## src/rtl/inv_sqrt_arbiter.sv

```systemverilog
// Round-robin arbiter that shares one fastInvSqrt core between NUM_REQ requesters,
// with a watchdog that answers with an error response when the core stays silent.
module inv_sqrt_arbiter #(
  parameter int NUM_REQ        = 4,
  parameter int INT_WIDTH      = 12,
  parameter int FRACT_WIDTH    = 4,
  parameter int TIMEOUT_CYCLES = 64,
  localparam int W    = INT_WIDTH + FRACT_WIDTH,
  localparam int ID_W = $clog2(NUM_REQ)
) (
  input  logic                 clk,
  input  logic                 rst_n,
  input  logic [NUM_REQ-1:0]   req_valid,
  output logic [NUM_REQ-1:0]   req_ready,
  input  logic [NUM_REQ*W-1:0] req_data,
  output logic [NUM_REQ-1:0]   rsp_valid,
  input  logic [NUM_REQ-1:0]   rsp_ready,
  output logic [W-1:0]         rsp_data,
  output logic                 rsp_err,
  output logic [W-1:0]         core_data_in,
  output logic                 core_valid_in,
  input  logic                 core_ready_in,
  input  logic [W-1:0]         core_data_out,
  input  logic                 core_valid_out,
  output logic                 core_ready_out,
  output logic                 busy,
  output logic [ID_W-1:0]      grant_id
);

  localparam int WD_W = (TIMEOUT_CYCLES > 2) ? $clog2(TIMEOUT_CYCLES) : 1;
  localparam logic [WD_W-1:0] WD_LAST = WD_W'(TIMEOUT_CYCLES - 1);
  localparam logic [ID_W-1:0] ID_LAST = ID_W'(NUM_REQ - 1);

  typedef enum logic [1:0] {
    S_IDLE,
    S_ISSUE,
    S_WAIT,
    S_RESP
  } state_t;

  state_t          state, state_d;
  logic [ID_W-1:0] rr_ptr;
  logic [ID_W-1:0] grant_q;
  logic [W-1:0]    operand_q;
  logic [W-1:0]    result_q;
  logic            err_q;
  logic [WD_W-1:0] wd_q;

  logic            pick_valid;
  logic [ID_W-1:0] pick_id;
  logic [ID_W-1:0] cand;

  // First set req_valid bit at or above rr_ptr, wrapping back to 0.
  // NOTE: every combinational output gets a default before any branch, so no latch is inferred.
  always_comb begin
    pick_valid = 1'b0;
    pick_id    = '0;
    cand       = '0;
    for (int i = 0; i < NUM_REQ; i++) begin
      cand = (int'(rr_ptr) + i >= NUM_REQ) ? ID_W'(int'(rr_ptr) + i - NUM_REQ)
                                           : ID_W'(int'(rr_ptr) + i);
      if (!pick_valid && req_valid[cand]) begin
        pick_valid = 1'b1;
        pick_id    = cand;
      end
    end
  end

  always_comb begin
    state_d = state;
    case (state)
      S_IDLE:  if (pick_valid) state_d = S_ISSUE;
      S_ISSUE: if (core_ready_in) state_d = S_WAIT;
      S_WAIT:  if (core_valid_out || wd_q == WD_LAST) state_d = S_RESP;
      S_RESP:  if (rsp_ready[grant_q]) state_d = S_IDLE;
      default: state_d = S_IDLE;
    endcase
  end

  always_comb begin
    req_ready = '0;
    rsp_valid = '0;
    if (state == S_IDLE && pick_valid) req_ready[pick_id] = 1'b1;
    if (state == S_RESP) rsp_valid[grant_q] = 1'b1;
  end

  assign core_valid_in  = (state == S_ISSUE);
  assign core_data_in   = (state == S_ISSUE) ? operand_q : '0;
  assign core_ready_out = (state == S_WAIT);
  assign busy           = (state != S_IDLE);
  assign rsp_data       = result_q;
  assign rsp_err        = err_q;
  assign grant_id       = grant_q;

  // NOTE: state registers use non-blocking assignments so every flop samples pre-edge values.
  always_ff @(posedge clk or negedge rst_n) begin
    if (!rst_n) begin
      state     <= S_IDLE;
      rr_ptr    <= '0;
      grant_q   <= '0;
      operand_q <= '0;
      result_q  <= '0;
      err_q     <= 1'b0;
      wd_q      <= '0;
    end else begin
      state <= state_d;
      case (state)
        S_IDLE: begin
          if (pick_valid) begin
            operand_q <= req_data[int'(pick_id)*W +: W];
            grant_q   <= pick_id;
            rr_ptr    <= (pick_id == ID_LAST) ? '0 : pick_id + 1'b1;
          end
        end
        S_ISSUE: begin
          if (core_ready_in) wd_q <= '0;
        end
        S_WAIT: begin
          wd_q <= wd_q + 1'b1;
          // A core pulse on the final watchdog cycle still counts as a real answer.
          if (core_valid_out) begin
            result_q <= core_data_out;
            err_q    <= 1'b0;
          end else if (wd_q == WD_LAST) begin
            result_q <= '0;
            err_q    <= 1'b1;
          end
        end
        default: ;
      endcase
    end
  end

endmodule

```

## config.mk

```make
export PLATFORM = sky130hd
export DESIGN_NAME = inv_sqrt_arbiter
export DESIGN_NICKNAME = d
export VERILOG_FILES = /design/src/rtl/inv_sqrt_arbiter.sv
export SDC_FILE = /design/constraint.sdc
export NUM_CORES = 1
export LEC_CHECK = 0
export BUFFER_PORTS_ARGS = -buffer_cell sky130_fd_sc_hd__buf_2
export CORE_UTILIZATION = 46
export DETAILED_ROUTE_END_ITERATION = 8
export GPL_ROUTABILITY_DRIVEN = 0
export PLACE_DENSITY = 0.83
export SYNTH_ARGS = -nofsm -noshare
export SYNTH_HDL_FRONTEND = slang
export SYNTH_SLANG_ARGS = --single-unit
```

## constraint.sdc

```tcl
create_clock -name clk -period 2.2 [get_ports clk]
set_input_delay 0.44 -clock clk [delete_from_list [all_inputs] [get_ports clk]]
set_output_delay 0.44 -clock clk [all_outputs]
set_load 0.01 [all_outputs]
```

==> results.py <==
metrics = {
    "floorplanning": {
        "area_of_the_placeable_core_sq_mm": 0.00551,
        "initial_utilization_pct": 47.9,
        "die-height_um": 77.7,
        "fp.dieArea_sq_mm": 0.00604,
        "num_rows": 27,
        "io_pins": 138,
        "die-width_um": 77.7,
    },
    "grt": {
        "antenna_found_initial": 0,
        "pin_count_of_the_biggest_net_entering_global_routing": 29,
        "grt.total_usage_pct": 25.1,
        "first_global_vias": 2483,
        "grt_pass1_wl_mm": 11.7,
        "globalRouteOverflowTotal": 0,
    },
    "sta": {
        "setup-tns-final_ns": 0,
        "worst_clock_skew_ns": 0.00702,
        "grt_setup_unrepaired": "true",
        "maxClockFrequency_ghz": 0.462,
        "worst_pin_slew_ns": 0.630,
        "final_clock_period_utilization_by_the_worst_path_pct": 98.4,
        "fin_ws_ns": 0.0353,
        "slew_headroom_pct": 58.0,
        "drv_slew": 0,
        "period_minus_slack_ns": 2.16,
        "total_count_of_hold_check_failures_in_the_final_report": 0,
        "setup_viol_count_final": 0,
    },
    "synth": {
        "dominantRegCellSynth": "sky130_fd_sc_hd__dfrtp_1",
        "synthArstFlopShare_pct": 100,
        "post_synth_edffs": 0,
        "synth-seq-area-share_pct": 42.7,
        "post_synth_main_area_contributors": "sky130_fd_sc_hd__dfrtp_1 (43%), sky130_fd_sc_hd__a211oi_1 (8.5%), sky130_fd_sc_hd__mux2i_1 (6.8%)",
        "synth_fp_nets": 372,
        "synth_seq_cells": 45,
        "synth_cell_type_count": 40,
        "yosys_warnings": 0,
        "synth.avg_cell_area_sq_um": 9.60,
        "synth_area_leader_cell": "sky130_fd_sc_hd__dfrtp_1",
        "synthDominantCellAreaShare_pct": 42.7,
        "synthesis.instances": 275,
        "synth_area_sq_mm": 0.00264,
    },
    "drt": {
        "detail_route.wirelength_mm": 7.53,
        "routedWlPerCell_um": 15.6,
        "drt_drc_violations_left": 0,
        "dr_total_vias": 2635,
        "drt_pass1_iterations": 4,
        "ant_nets": 0,
        "vias_per_cell": 5.44,
        "first_drt_iteration_drcs": 56,
    },
    "status": {
        "run_status": "completed",
    },
    "worst_setup_path": {
        "maximum_single_stage_delay_on_the_critical_path_ns": 0.46,
        "crit_fanout": 6,
        "worst-endpoint-required_ns": 1.76,
        "critical_path.endpoint_type": "primary output",
        "critPathKind": "reg -> out",
        "crit_path_top_delay_cell": "sky130_fd_sc_hd__dfrtp_2",
        "timing.critical_path.cells": "mux2i_2, or2_1, and3_4, nor3_2, buf_2",
        "critical_path_arrival_ns": 1.72,
        "setup.worst_path.start_class": "flop",
    },
    "finish": {
        "finalNetCount": 509,
        "final_layout_size_suffix_gt1_share_pct": 43.0,
        "filler_cell_count": 474,
        "layout.core_utilization_pct": 64.8,
        "syn2layout_area_growth_pct": 35.1,
        "multi_input_comb_area_sq_mm": 0.00143,
        "num_antenna_cells": 0,
        "seqCellArea_sq_mm": 0.00113,
    },
    "clock_network": {
        "ctsHoldBuffers": 0,
        "post_cts_buffers": 0,
        "cts-buffers-inserted": 5,
        "clkSlewWorstSetupHoldPaths_ns": 0.08,
        "cts.sink_count": 45,
        "cts.repair.resized": 2,
        "max-clock-path-buffers": 2,
        "clock_tree_from_tritoncts": "done",
        "cts.root.buffer_cell": "sky130_fd_sc_hd__clkbuf_8",
        "ctsHtreeMaxLevel": 2,
        "worstSkewPairLatency_ns": 0.28,
    },
    "power": {
        "power_density_mw_per_mm2": 1260,
        "irDropWorstVdd_mv": 0.738,
        "static-leakage-power_uw": 0.00182,
    },
    "flow_run": {
        "maxCapViolCount": 0,
    },
    "placement": {
        "dp_worst_setup_slack_ns": 0.144,
        "number_of_input_and_output_port_buffers_inserted": 137,
        "detailed_place_hpwl_mm": 5.60,
    },
    "hold_path": {
        "holdCritPathClass": "in -> async",
    },
}
worst max-delay path: cells and delay by family, from the launching register on:
kind | cells | cell delay [ns]
buffers and inverters | 1 | 0.16
AND/OR/NAND/NOR | 3 | 0.65
multiplexers | 1 | 0.17
flip-flops | 1 | 0.46
worst paths after layout:
| kind | slack (ns) | endpoint | startpoint | cells past startpoint |
|---|---|---|---|---|
| max | 0.04 | req_ready[2] | rr_ptr[1]$_DFFE_PN0P_ | 5 |
| min | 0.17 | rr_ptr[1]$_DFFE_PN0P_ | rst_n | 1 |
| max reg2reg | 0.30 | wd_q[5]$_DFFE_PN0P_ | state[1]$_DFFE_PN0P_ | 7 |
| min reg2reg | 0.51 | rsp_data[9]$_DFFE_PN0P_ | rsp_data[9]$_DFFE_PN0P_ | 1 |
| max in group asynchronous | 1.44 | operand_q[10]$_DFFE_PN0P_ | rst_n | 2 |
| min in group clk | 0.39 | rsp_data[5]$_DFFE_PN0P_ | core_data_out[5] | 2 |
through the flow:
step	total power, uW	instance area (sq um)	instances	hold WS [ns]
6_report	4480	3570	484	0.166
3_5_place_dp	3810	3390	477	0.488
2_1_floorplan	3010	2640	275	0.144
5_1_grt	4820	3570	484	0.204
3_3_place_gp	3710	3390	477	0.484
4_1_cts	4410	3500	484	0.188
where the power goes:
part           internal [uW]  total (uW)  leakage, uW  switching [uW]
combinational           1100        2450      0.00122            1350
clock                    330         583    0.0000540             253
sequential              1210        1440     0.000540             234
logic make-up (layout without fill, tap and decap cells):
kind of cell	after synthesis	after routing	synth area share, %
and+or+nand+nor	106	106	20.3
AOI/OAI and AO/OA	69	69	20.2
DFF	45	45	42.7
buffers and inverters	28	165	5.69
muxes	19	19	7.68
adders and majority gates	5	5	2.37
xor gates and xnor gates	3	3	0.996
synth_stat cells, types with 2 or more instances:
library cell               count
sky130_fd_sc_hd__buf_4         4
sky130_fd_sc_hd__dfrtp_1      45
sky130_fd_sc_hd__inv_1         8
sky130_fd_sc_hd__ha_1          5
sky130_fd_sc_hd__o21ai_0       7
sky130_fd_sc_hd__a21oi_1       3
sky130_fd_sc_hd__nand2_1      24
sky130_fd_sc_hd__a211oi_1     30
sky130_fd_sc_hd__nand3_1       4
sky130_fd_sc_hd__xnor2_1       2
sky130_fd_sc_hd__a21o_1        2
sky130_fd_sc_hd__a211oi_2      2
sky130_fd_sc_hd__buf_2         9
sky130_fd_sc_hd__nor2_1       25
sky130_fd_sc_hd__mux2i_1      18
sky130_fd_sc_hd__or2_1         2
sky130_fd_sc_hd__clkbuf_1      4
sky130_fd_sc_hd__nor3_1       19
sky130_fd_sc_hd__nand2b_1      5
sky130_fd_sc_hd__a22o_1       18
sky130_fd_sc_hd__and3_1        4
sky130_fd_sc_hd__and2_1       17
flip-flops by register name (all words and copies together) (netlist names):
signal and count:
state 2, rr_ptr 2, operand_q 16, rsp_err 1, wd_q 6, grant_id 2, rsp_data 16
placed cells by master (no fill, tap or decap), types with 8 or more instances in the layout:
cell / n
sky130_fd_sc_hd__nand2_1: 24
sky130_fd_sc_hd__and2_1: 17
sky130_fd_sc_hd__nor3_1: 17
sky130_fd_sc_hd__buf_4: 13
sky130_fd_sc_hd__dfrtp_1: 44
sky130_fd_sc_hd__a22o_1: 18
sky130_fd_sc_hd__mux2i_1: 17
sky130_fd_sc_hd__nor2_1: 24
sky130_fd_sc_hd__buf_2: 137
sky130_fd_sc_hd__inv_1: 8
sky130_fd_sc_hd__a211oi_1: 30
routing by layer:
| metal | share of wire (%) | vias to the layer above | track usage (%) |
|---|---|---|---|
| met1 | 44 | 1258 | 31.7 |
| li1 | - | 1264 | - |
| met3 | 5.2 | 6 | 3.88 |
| met5 | 0 | - | 0 |
| met2 | 50 | 107 | 43.8 |
| met4 | 0.82 | 0 | 7.55 |
layout make-up:
class / instances / area share (%)
clock buffer: 5 / 1.93
clock inverter: 2 / 0.982
inverter: 8 / 0.842
multi-input combinational: 202 / 40.1
sequential: 45 / 31.6
tap: 72 / 2.53
timing repair buffer: 150 / 22.0
Power figures use the tool's default switching activity.
